==> src/rtl/ysyx_22041412_csr_pkg.sv <==
// Shared constants and types for the machine-mode CSR sequencer.
// Covers CSR indices, request kinds, trap causes, mstatus bit positions and FSM states.
package ysyx_22041412_csr_pkg;

    localparam logic [2:0] CSR_MSTATUS = 3'd2;
    localparam logic [2:0] CSR_MTVEC   = 3'd3;
    localparam logic [2:0] CSR_MEPC    = 3'd4;
    localparam logic [2:0] CSR_MCAUSE  = 3'd5;

    typedef enum logic [1:0] {
        KIND_CSR   = 2'd0,
        KIND_ECALL = 2'd1,
        KIND_MRET  = 2'd2,
        KIND_ILL   = 2'd3
    } req_kind_t;

    localparam logic [63:0] CAUSE_ECALL_M    = 64'd11;
    localparam logic [63:0] CAUSE_IRQ_MTIMER = 64'h8000_0000_0000_0007;

    localparam int MS_MIE    = 3;
    localparam int MS_MPIE   = 7;
    localparam int MS_MPP_LO = 11;
    localparam int MS_MPP_HI = 12;

    typedef enum logic [3:0] {
        IDLE,
        OP_RD,
        OP_WR,
        TR_EPC,
        TR_CAUSE,
        TR_SRD,
        TR_SWR,
        TR_VEC,
        RT_SRD,
        RT_SWR,
        RT_EPC,
        DONE
    } state_t;

    function automatic logic csr_addr_ok(input logic [2:0] addr);
        return (addr >= CSR_MSTATUS) && (addr <= CSR_MCAUSE);
    endfunction

endpackage

==> src/rtl/ysyx_22041412_csr_alu.sv <==
// Combinational CSR data transforms: write/set/clear merge, trap-entry and mret mstatus updates.
// Zero latency, no handshake; results follow the inputs within the same cycle.
module ysyx_22041412_csr_alu
    import ysyx_22041412_csr_pkg::*;
#(
    parameter int XLEN = 64
) (
    input  logic [1:0]      op,
    input  logic [XLEN-1:0] old,
    input  logic [XLEN-1:0] src,
    output logic [XLEN-1:0] merged,
    output logic [XLEN-1:0] trap_status,
    output logic [XLEN-1:0] mret_status
);

    always_comb begin
        case (op)
            2'b01:   merged = src;
            2'b10:   merged = old | src;
            2'b11:   merged = old & ~src;
            default: merged = old;
        endcase

        trap_status                       = old;
        trap_status[MS_MPIE]              = old[MS_MIE];
        trap_status[MS_MIE]               = 1'b0;
        trap_status[MS_MPP_HI:MS_MPP_LO]  = 2'b11;

        mret_status                       = old;
        mret_status[MS_MIE]               = old[MS_MPIE];
        mret_status[MS_MPIE]              = 1'b1;
        mret_status[MS_MPP_HI:MS_MPP_LO]  = 2'b11;
    end

endmodule

==> src/rtl/ysyx_22041412_csr_ctrl.sv <==
// Sequences CSR ops, ecall, mret and timer traps into single CSR-file transactions.
// Each transaction costs an idle gap cycle plus the CSR file's ready wait; stalls hold all csr_* outputs.
module ysyx_22041412_csr_ctrl
    import ysyx_22041412_csr_pkg::*;
#(
    parameter int              XLEN      = 64,
    parameter logic [XLEN-1:0] BAD_RDATA = '0
) (
    input  logic            clk,
    input  logic            rst,
    input  logic            req_valid,
    input  logic [1:0]      req_kind,
    input  logic [XLEN-1:0] req_pc,
    input  logic [2:0]      req_addr,
    input  logic [2:0]      req_func3,
    input  logic [XLEN-1:0] req_wdata,
    output logic            req_ready,
    output logic [XLEN-1:0] rd_data,
    output logic            redirect_valid,
    output logic [XLEN-1:0] redirect_pc,
    input  logic            irq_timer,
    input  logic [XLEN-1:0] irq_pc,
    output logic            irq_ack,
    output logic            csr_valid,
    output logic            csr_we,
    output logic [2:0]      csr_addr,
    output logic [XLEN-1:0] csr_wdata,
    input  logic [XLEN-1:0] csr_rdata,
    input  logic            csr_ready
);

    state_t          state, state_nxt;
    logic            issued;
    req_kind_t       kind_q;
    logic            irq_q;
    logic [2:0]      addr_q;
    logic [1:0]      op_q;
    logic [XLEN-1:0] wdata_q, epc_q, cause_q, old_q, target_q;
    logic            mie_shadow;

    logic            txn_state, txn_we, txn_done;
    logic [2:0]      txn_addr;
    logic [XLEN-1:0] txn_wdata;
    logic [XLEN-1:0] merged, trap_status, mret_status;
    logic            irq_take, dispatch, req_bad, skip_wr;
    logic            unused_func3_msb;

    assign unused_func3_msb = req_func3[2];

    assign irq_take = irq_timer && mie_shadow;
    assign dispatch = (state == IDLE) && (irq_take || req_valid);
    assign req_bad  = (req_kind == 2'd3) ||
                      ((req_kind == 2'd0) && ((req_func3[1:0] == 2'b00) || !csr_addr_ok(req_addr)));
    assign skip_wr  = op_q[1] && (wdata_q == '0);
    assign txn_done = issued && csr_ready;

    ysyx_22041412_csr_alu #(.XLEN(XLEN)) u_alu (
        .op          (op_q),
        .old         (old_q),
        .src         (wdata_q),
        .merged      (merged),
        .trap_status (trap_status),
        .mret_status (mret_status)
    );

    always_ff @(posedge clk) begin
        if (rst) state <= IDLE;
        else     state <= state_nxt;
    end

    always_comb begin
        state_nxt      = state;
        txn_state      = 1'b0;
        txn_we         = 1'b0;
        txn_addr       = '0;
        txn_wdata      = '0;
        req_ready      = 1'b0;
        irq_ack        = 1'b0;
        rd_data        = '0;
        redirect_valid = 1'b0;
        redirect_pc    = '0;
        case (state)
            IDLE: begin
                if (irq_take) state_nxt = TR_EPC;
                else if (req_valid) begin
                    case (req_kind)
                        2'd1:    state_nxt = TR_EPC;
                        2'd2:    state_nxt = RT_SRD;
                        default: state_nxt = OP_RD;
                    endcase
                end
            end
            // Illegal requests pass through OP_RD without ever issuing.
            OP_RD: begin
                txn_state = (kind_q == KIND_CSR);
                txn_addr  = addr_q;
                if (kind_q != KIND_CSR) state_nxt = DONE;
                else if (txn_done)      state_nxt = skip_wr ? DONE : OP_WR;
            end
            OP_WR: begin
                txn_state = 1'b1; txn_we = 1'b1; txn_addr = addr_q; txn_wdata = merged;
                if (txn_done) state_nxt = DONE;
            end
            TR_EPC: begin
                txn_state = 1'b1; txn_we = 1'b1; txn_addr = CSR_MEPC; txn_wdata = epc_q;
                if (txn_done) state_nxt = TR_CAUSE;
            end
            TR_CAUSE: begin
                txn_state = 1'b1; txn_we = 1'b1; txn_addr = CSR_MCAUSE; txn_wdata = cause_q;
                if (txn_done) state_nxt = TR_SRD;
            end
            TR_SRD: begin
                txn_state = 1'b1; txn_addr = CSR_MSTATUS;
                if (txn_done) state_nxt = TR_SWR;
            end
            TR_SWR: begin
                txn_state = 1'b1; txn_we = 1'b1; txn_addr = CSR_MSTATUS; txn_wdata = trap_status;
                if (txn_done) state_nxt = TR_VEC;
            end
            TR_VEC: begin
                txn_state = 1'b1; txn_addr = CSR_MTVEC;
                if (txn_done) state_nxt = DONE;
            end
            RT_SRD: begin
                txn_state = 1'b1; txn_addr = CSR_MSTATUS;
                if (txn_done) state_nxt = RT_SWR;
            end
            RT_SWR: begin
                txn_state = 1'b1; txn_we = 1'b1; txn_addr = CSR_MSTATUS; txn_wdata = mret_status;
                if (txn_done) state_nxt = RT_EPC;
            end
            RT_EPC: begin
                txn_state = 1'b1; txn_addr = CSR_MEPC;
                if (txn_done) state_nxt = DONE;
            end
            DONE: begin
                state_nxt = IDLE;
                irq_ack   = irq_q;
                req_ready = !irq_q;
                if (kind_q == KIND_ILL)      rd_data = BAD_RDATA;
                else if (kind_q == KIND_CSR) rd_data = old_q;
                redirect_valid = (kind_q == KIND_ECALL) || (kind_q == KIND_MRET);
                if (kind_q == KIND_MRET)       redirect_pc = target_q;
                else if (kind_q == KIND_ECALL) redirect_pc = {target_q[XLEN-1:2], 2'b00};
            end
            default: state_nxt = IDLE;
        endcase
    end

    // The transaction view is gated by issued so csr_* stay quiet in gap cycles.
    assign csr_valid = issued;
    assign csr_we    = issued && txn_we;
    assign csr_addr  = issued ? txn_addr : '0;
    assign csr_wdata = issued ? txn_wdata : '0;

    always_ff @(posedge clk) begin
        if (rst) begin
            issued     <= 1'b0;
            kind_q     <= KIND_CSR;
            irq_q      <= 1'b0;
            addr_q     <= '0;
            op_q       <= '0;
            wdata_q    <= '0;
            epc_q      <= '0;
            cause_q    <= '0;
            old_q      <= '0;
            target_q   <= '0;
            mie_shadow <= 1'b0;
        end else begin
            if (txn_done)                  issued <= 1'b0;
            else if (txn_state && !issued) issued <= 1'b1;

            if (dispatch) begin
                if (irq_take) begin
                    kind_q  <= KIND_ECALL;
                    irq_q   <= 1'b1;
                    epc_q   <= irq_pc;
                    cause_q <= XLEN'(CAUSE_IRQ_MTIMER);
                end else begin
                    kind_q  <= req_bad ? KIND_ILL : req_kind_t'(req_kind);
                    irq_q   <= 1'b0;
                    epc_q   <= req_pc;
                    cause_q <= XLEN'(CAUSE_ECALL_M);
                end
                addr_q  <= req_addr;
                op_q    <= req_func3[1:0];
                wdata_q <= req_wdata;
            end

            if (txn_done && !txn_we) begin
                if (state == TR_VEC || state == RT_EPC) target_q <= csr_rdata;
                else                                    old_q    <= csr_rdata;
            end

            if (txn_done && txn_we && (txn_addr == CSR_MSTATUS))
                mie_shadow <= txn_wdata[MS_MIE];
        end
    end

endmodule

==> config.mk <==
export PLATFORM = sky130hd
export DESIGN_NAME = ysyx_22041412_csr_ctrl
export DESIGN_NICKNAME = d
export VERILOG_FILES = /design/src/rtl/ysyx_22041412_csr_pkg.sv /design/src/rtl/ysyx_22041412_csr_alu.sv /design/src/rtl/ysyx_22041412_csr_ctrl.sv
export SDC_FILE = /design/constraint.sdc
export NUM_CORES = 1
export LEC_CHECK = 0
export CORE_ASPECT_RATIO = 0.7
export CORE_MARGIN = 1.5
export CORE_UTILIZATION = 35
export DETAILED_ROUTE_END_ITERATION = 8
export HOLD_SLACK_MARGIN = 0.03
export SLEW_MARGIN = 20
export SYNTH_ARGS = -nofsm -noshare
export SYNTH_HDL_FRONTEND = slang
export SYNTH_SLANG_ARGS = --single-unit
==> constraint.sdc <==
create_clock -name clk -period 2.84 [get_ports clk]
set_input_delay 0.426 -clock clk [delete_from_list [all_inputs] [get_ports clk]]
set_output_delay 0.426 -clock clk [all_outputs]
set_load 0.03 [all_outputs]
# After elaboration in Yosys (flattened, before gate mapping)
# Cells that the tools add are included.
# op_classes
eq_ne	30
muxes	35
bitwise	4
n_reduce_logical	36
magnitude_cmp	2
# op_table
op	n
two-way mux 64 bit	9
one-hot mux 64 bit (5 select lines)	1
one-hot mux 64 bit (3 select lines)	1
AND 64 bit	1
logical NOT 64 bit	1
inverter 64 bit	1
OR 64 bit	1
two-way mux 4 bit	12
one-hot mux 4 bit (9 select lines)	1
== test 4 x 3 -> 1 bit (second input constant)	4
== test 4 bit (second input constant)	4
one-hot mux 3 bit (5 select lines)	1
== test 2 bit (second input constant)	6
!= test 2 bit (second input constant)	6
logical AND 1 bit	11
AND reduction 9 bit	1
OR reduction 9 bit	1
== test 4 x 2 -> 1 bit (second input constant)	2
one-hot mux 4 bit (2 select lines)	1
== test 2 x 1 -> 1 bit (second input constant)	3
logical NOT 2 bit	3
!= test 3 bit (second input constant)	2
OR reduction 2 bit	3
logical OR 1 bit	5
other kinds (17)	26
# totals
input_bits	269
word_cells	119
register_bits	334

# Logic depth before layout (Yosys ltp)
# Gate-level depths: netlist of run 1.
# logic_depth
depth_word	8
mapped_depth	8
mapped_depth_nobuf	7

# Modules after synthesis
# Synthesis of run 1 repeated with hierarchy kept, for this count alone.
# unflattened
cells_unflattened	2224
area_unflattened_um2	15971.6
# by_module_without_submodules
mod	area_each_um2	instances	seq_area_each_um2	cells_each
ysyx_22041412_csr_ctrl	13220.2	1	5445.2	1810
ysyx_22041412_csr_alu	2751.4	1	0.0	414

# Worst setup path after synthesis of run 1
# No wires, ideal clock.
# synth_timing
kind	register to output
startpoint	reg state[2]
endpoint	out csr_wdata[13]
setup_slack_ns	0.447
t_arrival_ns	1.967
stages_incl_launch_ff	8
path_cell_list	dfxtp_1 -> buf_2 -> nor4b_4 -> and2_1 -> buf_2 -> buf_2 -> a22oi_1 -> a21oi_1
# synth_between
elab_chain_cells	3
# synth_lines
element	line_no	source
start, declared	ysyx_22041412_csr_ctrl.sv:32	state_t state, state_nxt;
start signal, assigned	ysyx_22041412_csr_ctrl.sv:68	else state <= state_nxt;
== test 4 bit, or another cell as far along	ysyx_22041412_csr_ctrl.sv:82	case (state)
one-hot mux 64 bit (5 select lines) (*)	ysyx_22041412_csr_ctrl.sv:82	
two-way mux 64 bit (*)	ysyx_22041412_csr_ctrl.sv:154	assign csr_wdata = issued ? txn_wdata : '0;
end, declared	ysyx_22041412_csr_ctrl.sv:27	output logic [XLEN-1:0] csr_wdata,
# Mark *: on every way between the ends. The rest lies on a longest branch, timed or not.

# Worst setup path after layout of run 1
# layout_timing
startpoint	reg state[0]
endpoint	out csr_wdata[37]
# The elaborated chain is that of the path after synthesis.

==> implementation parameters, run 1 <==
Parameter                              Value

Outcome
  Status ... finished, final reports clean

Pwr
  Power Total ... 0.01435 W
  Largest vdd supply drop ... 0.4534 mV
  Internal power ... 0.008871 W
  Fraction of power consumed by sequential logic ... 0.378
  P_sw ... 0.005476 W
  Clk network pwr share ... 0.273
  Standby leakage power ... 7.833 nW
  Power density relative to cell area ... 703.9 mW/mm^2
  Part of the power in combinational logic ... 0.349
  Fraction of power spent switching nets ... 0.3817

Clock network
  Clock tree root buffer cell ... sky130_fd_sc_hd__clkbuf_16
  Clk Latency, worst-skew pair ... 590 ps
  # clock sinks ... 272
  Number of CTS-inserted buffers ... 30
  Longest Clk Path Bufs ... 3
  TritonCTS clock tree ... built
  Post-CTS clock slew at the launch and capture registers of the worst setup and hold paths ... 60 ps
  Total number of H-tree levels ... 1

Route
  Post-route met1 wirelength ... 26.18 mm
  Iter 0 DRT Violations ... 1254
  Detail-routed net length per standard cell ... 20.77 um
  Routed wire length on met2 ... 27.77 mm
  Total wirelength of the detailed-routed design ... 60.40 mm
  Post-route ant nets ... 0
  Vias per cell ... 5.384
  WL met3 ... 4.964 mm
  Vias ... 15.66k
  Post-route DRC violation count ... 0
  Top routing layer in use ... met5
  First-pass DRT Iterations ... 5

Final layout
  Number of filler cells placed in the layout ... 3762
  Area growth syn-to-layout ... 48.41%
  Nets ... 2624
  Seq. cell area ... 0.005468 mm^2
  Area taken by multi-input logic gates ... 0.007513 mm^2
  Total non-filler cell area in the finished layout ... 0.02038 mm^2
  Share of post-route cells with drive strength above 1 ... 0.1655

Critical path
  Worst Path Max Fanout ... 22
  CP required ... 2410 ps
  Arrival time of data at the critical path endpoint ... 2390 ps
  Critical path startpoint category ... register
  Critical setup path kind ... register to output pin
  Endpoint type of the worst setup path ... output pin

GRT
  Initial antenna violation count ... 9
  Pin count of the biggest net entering global routing ... 92
  Residual overflow from global routing ... 0
  Vias in the first global route ... 14.57k
  Total GRT Usage ... 0.2811
  First-pass GRT wire length ... 87.98 mm

Place
  Final RePlAce weighted congestion ... 0.8758
  Placement-stage cell area ... 0.01875 mm^2
  Placed wire-length estimate after detailed placement ... 41.79 mm
  Port buffer count ... 467

Synth
  Avg Inst Size Synth ... 7.061 um^2
  Share of the synthesized netlist area taken by xor and xnor gates ... 0.002551
  Most common cell in the synthesized netlist ... sky130_fd_sc_hd__nand2_1
  Syn Inst Count ... 1945
  Proportion of synthesized chip area in sequential cells ... 0.3965
  Most instantiated flip-flop cell in the synthesis netlist ... sky130_fd_sc_hd__dfxtp_1
  Dominant combinational cell family by area after synthesis ... compound AO/OA/AOI/OAI gates
  Library cells used by synthesis ... 61
  Post-synth ARST share ... 0
  Post-synthesis compound-gate area fraction ... 0.2623
  Adder-Cell Fraction of Synth Area ... 0.003644
  Total nets after synthesis ... 2218
  Cell types with the highest counts after synthesis ... 422 x sky130_fd_sc_hd__nand2_1, 313 x sky130_fd_sc_hd__a21oi_1, 272 x sky130_fd_sc_hd__dfxtp_1
  Post-synth EDFFs ... 0
  Register bit total from synthesis ... 272
  Largest cells by area after synthesis ... sky130_fd_sc_hd__dfxtp_1 40%, sky130_fd_sc_hd__nand2_1 12%, sky130_fd_sc_hd__a21oi_1 11%
  Biggest area consumer among synthesized cells ... sky130_fd_sc_hd__dfxtp_1
  Count of yosys warnings during synthesis ... 0
  Cell area after synthesis ... 0.01373 mm^2
  Proportion of synthesized area in mux cells ... 0.008108
  Share of Yosys cell area claimed by the top area cell type ... 0.3965
  Fraction of the mapped netlist area in simple logic gates ... 0.2502

Floorplanning
  Cell row count ... 60
  Number of primary I/O pins ... 469
  Overall die area ... 0.04046 mm^2
  Core Box Area ... 0.03851 mm^2
  Die extent in x ... 239.8 um
  Initial core utilization ... 0.3566
  Overall die height ... 168.7 um

STA
  Final setup violating endpoints ... 0
  Final clock skew ... 11.64 ps
  Period utilization ... 0.9910
  Final Critical Period ... 2814 ps
  Worst slew margin relative to its limit ... 0.4608
  Final Hold Fails ... 0
  Setup repair after global routing missed its margin ... yes
  Final number of max-transition violations ... 0
  Least-Margin Pin Slew ... 808.8 ps
  Max Fclk ... 355.3 MHz

Flow run
  Reported max-cap violation count ... 0

Hold path
  Hold/Removal Path Class ... input pin to register
==> sequential cells by signal, summed over array words and instances (netlist names), 2 cells and up <==
signal	flops
addr_q	3
cause_q	3
epc_q	64
kind_q	2
old_q	64
op_q	2
state	4
target_q	64
wdata_q	64
==> power by group through the flow <==
| stage | combinational [W] | clock [W] | sequential [W] |
|---|---|---|---|
| 2_1_floorplan | 0.00300 | 0 | 0.00510 |
| 3_3_place_gp | 0.00454 | 0 | 0.00544 |
| 3_5_place_dp | 0.00462 | 0 | 0.00547 |
| 4_1_cts | 0.00480 | 0.00398 | 0.00540 |
| 5_1_grt | 0.00540 | 0.00414 | 0.00551 |
| 6_report | 0.00501 | 0.00391 | 0.00542 |
==> critical path, stage by stage, from the launching register on <==
cell and delay [ps]:
sky130_fd_sc_hd__dfxtp_4 370, sky130_fd_sc_hd__buf_6 130, sky130_fd_sc_hd__nor4b_4 320, sky130_fd_sc_hd__nand2_2 160
sky130_fd_sc_hd__buf_12 190, sky130_fd_sc_hd__a21oi_2 140, sky130_fd_sc_hd__o21ai_0 90, sky130_fd_sc_hd__a21oi_1 180
sky130_fd_sc_hd__buf_4 200
==> repair_timing <==
item | CTS | global route
hold buffers | 0 | 0
endpoints found under the setup margin | 197 | 105
resized for setup | 41 | 61
pin swaps | 10 | 6
cloned | 2 | 3
buffers inserted | 14 | 7
==> path summary, 6_finish.rpt <==
check | startpoint | end | slack [ps] | cells after the start
worst max register to register | state[0]$_SDFFE_PP0P_ | target_q[36]$_SDFFE_PP0P_ | 560 | 9
worst min-delay path | rst | epc_q[41]$_SDFFE_PP0P_ | 190 | 2
worst max-delay path | state[0]$_SDFFE_PP0P_ | csr_wdata[37] | 30 | 8
worst min register to register | target_q[19]$_SDFFE_PP0P_ | target_q[19]$_SDFFE_PP0P_ | 450 | 2
==> placed cells by master (no fill, tap or decap), drive strengths merged, types with 11 or more instances in the layout <==
cell type / synthesis / layout
and2: 129 / 129
inv: 84 / 85
nor2: 179 / 179
o22ai: 67 / 67
a21oi: 314 / 314
dfxtp: 272 / 272
a22oi: 58 / 58
a31oi: 66 / 66
clkdlybuf4s50: 0 / 267
a221o: 11 / 11
clkbuf: 99 / 45
buf: 73 / 273
o21ai: 60 / 60
nand2: 422 / 422
nor4: 15 / 15
==> final cells by class <==
class	count	share of cell area
Antenna cell	7	0.0008594
Clock buffer	42	0.04254
Clock inverter	13	0.005279
Inverter	84	0.01559
Multi-Input combinational cell	1417	0.3686
Sequential cell	272	0.2682
Tap cell	527	0.03235
Timing Repair Buffer	546	0.2665
==> layer usage <==
metal / up-vias / global-route usage
li1: 7457 / -
met1: 7495 / 0.3761
met2: 604 / 0.4581
met3: 96 / 0.05936
met4: 6 / 0.07485
met5: - / 0
==> logic make-up (layout without fill, tap and decap cells) <==
kind of cell             Yosys count  after routing
AO/OA/AOI/OAI                    614            614
XOR/XNOR                           4              4
adder cells (fa/ha/maj)            4              4
buffers and inverters            256            685
flip-flops                       272            272
multiplexers                      11             11
other                              0              7
AND/OR/NAND/NOR                  784            784
==> per-stage QoR <==
step / cells / util / setup slack [ps] / setup TNS, ps / hold WS, ps
floorplan: 1945 / - / 446.8 / 0 / 431.7
global placement: 2821 / 0.4869 / 148.2 / 0 / 438.2
detailed placement: 2821 / 0.4869 / 62.75 / 0 / 442.1
CTS: 2891 / 0.5202 / -66.47 / -310.6 / 196.4
global route: 2907 / 0.5292 / -71.61 / -1343 / 209.1
finish: 2908 / 0.5293 / 25.53 / 0 / 186.4
Power figures use the tool's default switching activity.
==> run 2, diff against run 1 <==
Settings changed: PLACE_DENSITY set to 0.75.
==> implementation parameters, run 2 (same netlist as run 1, synthesis figures left out) <==
Parameter                              Value

Outcome
  Status ... finished, violations left
  Violated checks ... setup timing

Final layout
  Area taken by multi-input logic gates ... 0.007682 mm^2
  Most used cells in the layout excluding fill and tap cells ... 417 x sky130_fd_sc_hd__nand2_1, 285 x sky130_fd_sc_hd__a21oi_1, 266 x sky130_fd_sc_hd__dfxtp_1, 266 x sky130_fd_sc_hd__clkdlybuf4s50_1, 172 x sky130_fd_sc_hd__nor2_1
  Seq. cell area ... 0.005468 mm^2
  Share of post-route cells with drive strength above 1 ... 0.2025
  Final std cells w/o fill ... 2941
  Number of filler cells placed in the layout ... 3516
  Area growth syn-to-layout ... 56.62%
  Most frequent standard cell in the layout excluding fill and tap cells ... sky130_fd_sc_hd__nand2_1
  Nets ... 2658

Route
  Detail-routed net length per standard cell ... 22.15 um
  Total wirelength of the detailed-routed design ... 65.13 mm
  First-pass DRT Iterations ... 8
  Vias per cell ... 5.537
  Vias ... 16.28k
  Post-route ant nets ... 0
  Iter 0 DRT Violations ... 1409
  Post-route DRC violation count ... 0

Floorplanning
  Core Box Area ... 0.03851 mm^2
  Number of primary I/O pins ... 469
  Overall die area ... 0.04046 mm^2
  Overall die height ... 168.7 um
  Die extent in x ... 239.8 um
  Cell row count ... 60
  Initial core utilization ... 0.3566

Critical path
  Worst Path Max Fanout ... 23
  CP required ... 2410 ps
  Endpoint type of the worst setup path ... output pin
  Arrival time of data at the critical path endpoint ... 2450 ps
  Critical path startpoint category ... register
  Critical setup path kind ... register to output pin

GRT
  Pin count of the biggest net entering global routing ... 95
  First-pass GRT wire length ... 90.02 mm
  Total GRT Usage ... 0.2921
  Residual overflow from global routing ... 0
  Vias in the first global route ... 15.14k
  Initial antenna violation count ... 9

Place
  Final RePlAce weighted congestion ... 0.9132
  Placed wire-length estimate after detailed placement ... 41.87 mm
  Port buffer count ... 467
  DP Cell Count ... 2831

STA
  Final Hold Fails ... 0
  Least-Margin Pin Slew ... 898.7 ps
  Final number of max-transition violations ... 0
  Final setup violating endpoints ... 10
  Final Critical Period ... 2873 ps
  Final clock skew ... 14.15 ps
  Max Fclk ... 348.1 MHz
  Setup repair after global routing missed its margin ... yes
  Period utilization ... 1.012
  Crit path setup slack, layout ... -32.95 ps
  Worst slew margin relative to its limit ... 0.4009

Clock network
  Post-CTS clock slew at the launch and capture registers of the worst setup and hold paths ... 70 ps
  Number of CTS-inserted buffers ... 30
  Clock tree root buffer cell ... sky130_fd_sc_hd__clkbuf_16
  Total number of H-tree levels ... 1
  Clk Latency, worst-skew pair ... 580 ps
  TritonCTS clock tree ... built
  Hold bufs inserted after CTS ... 0
  # clock sinks ... 272
  Longest Clk Path Bufs ... 3

Pwr
  Standby leakage power ... 8.287 nW
  Power Total ... 0.01507 W
  Largest vdd supply drop ... 0.4168 mV
  Power density relative to cell area ... 700.5 mW/mm^2

Flow run
  Reported max-cap violation count ... 0

Hold path
  Hold/Removal Path Class ... input pin to register
==> run 2: critical path, stage by stage (launching register included) <==
cell and delay (ps):
sky130_fd_sc_hd__dfxtp_4 360, sky130_fd_sc_hd__buf_6 120, sky130_fd_sc_hd__nor4b_4 330, sky130_fd_sc_hd__buf_4 180, sky130_fd_sc_hd__and2_4 180, sky130_fd_sc_hd__buf_12 190, sky130_fd_sc_hd__a22oi_1 110, sky130_fd_sc_hd__a21oi_2 230
sky130_fd_sc_hd__buf_12 150
==> run 2: area by class of cell <==
cell class                 count  area share
timing repair buffer         580      0.2929
sequential                   272      0.2542
clock buffer                  43     0.04194
antenna                        9    0.001047
clock inverter                 9    0.007445
tap                          527     0.03065
inverter                      84     0.01466
multi-input combinational   1417      0.3571
==> run 2: per-stage QoR <==
| step | hold slack [ps] | utilization | TNS (ps) | area (um^2) | setup WS, ps |
|---|---|---|---|---|---|
| after CTS | 320.7 | 0.5376 | -318.3 | 20700 | -20.41 |
| after global routing | 333.0 | 0.5585 | -2577 | 21510 | -99.80 |
| final | 315.3 | 0.5585 | -127.4 | 21510 | -32.95 |
| after floorplan | 431.7 | - | 0 | 13730 | 446.8 |
| after detailed placement | 443.3 | 0.4909 | 0 | 18910 | 287.6 |
| after global placement | 437.4 | 0.4909 | 0 | 18910 | 293.3 |
==> run 2: timing repair <==
item | 4_1_cts | 5_1_grt
buffers inserted | 19 | 10
gates cloned | 7 | 14
pin swaps | 9 | 34
resized for setup | 102 | 139
endpoints found under the setup margin | 195 | 129
==> run 2: path summary, 6_finish.rpt <==
path	from	endpoint	slack [ps]	cells after the start
max	state[0]$_SDFFE_PP0P_	csr_wdata[21]	-30	8
min	rst	target_q[41]$_SDFFE_PP0P_	320	2
max reg2reg	op_q[1]$_SDFFE_PP0P_	state[0]$_SDFFE_PP0P_	500	7
min reg2reg	target_q[48]$_SDFFE_PP0P_	target_q[48]$_SDFFE_PP0P_	450	2
==> run 2: metal layers <==
| layer | share of wire | vias to the layer above | track usage |
|---|---|---|---|
| li1 | - | 7505 | - |
| met1 | 0.41 | 7709 | 0.3810 |
| met2 | 0.45 | 916 | 0.4650 |
| met3 | 0.096 | 153 | 0.06605 |
| met4 | 0.039 | 0 | 0.1214 |
| met5 | 0 | - | 0 |
==> run 2: power breakdown <==
part / internal (W) / total, W / switching, W
Sequential: 0.00462 / 0.00544 / 0.000826
Combinational: 0.00218 / 0.00538 / 0.00321
Clock: 0.00256 / 0.00425 / 0.00169
Total: 0.00935 / 0.0151 / 0.00572
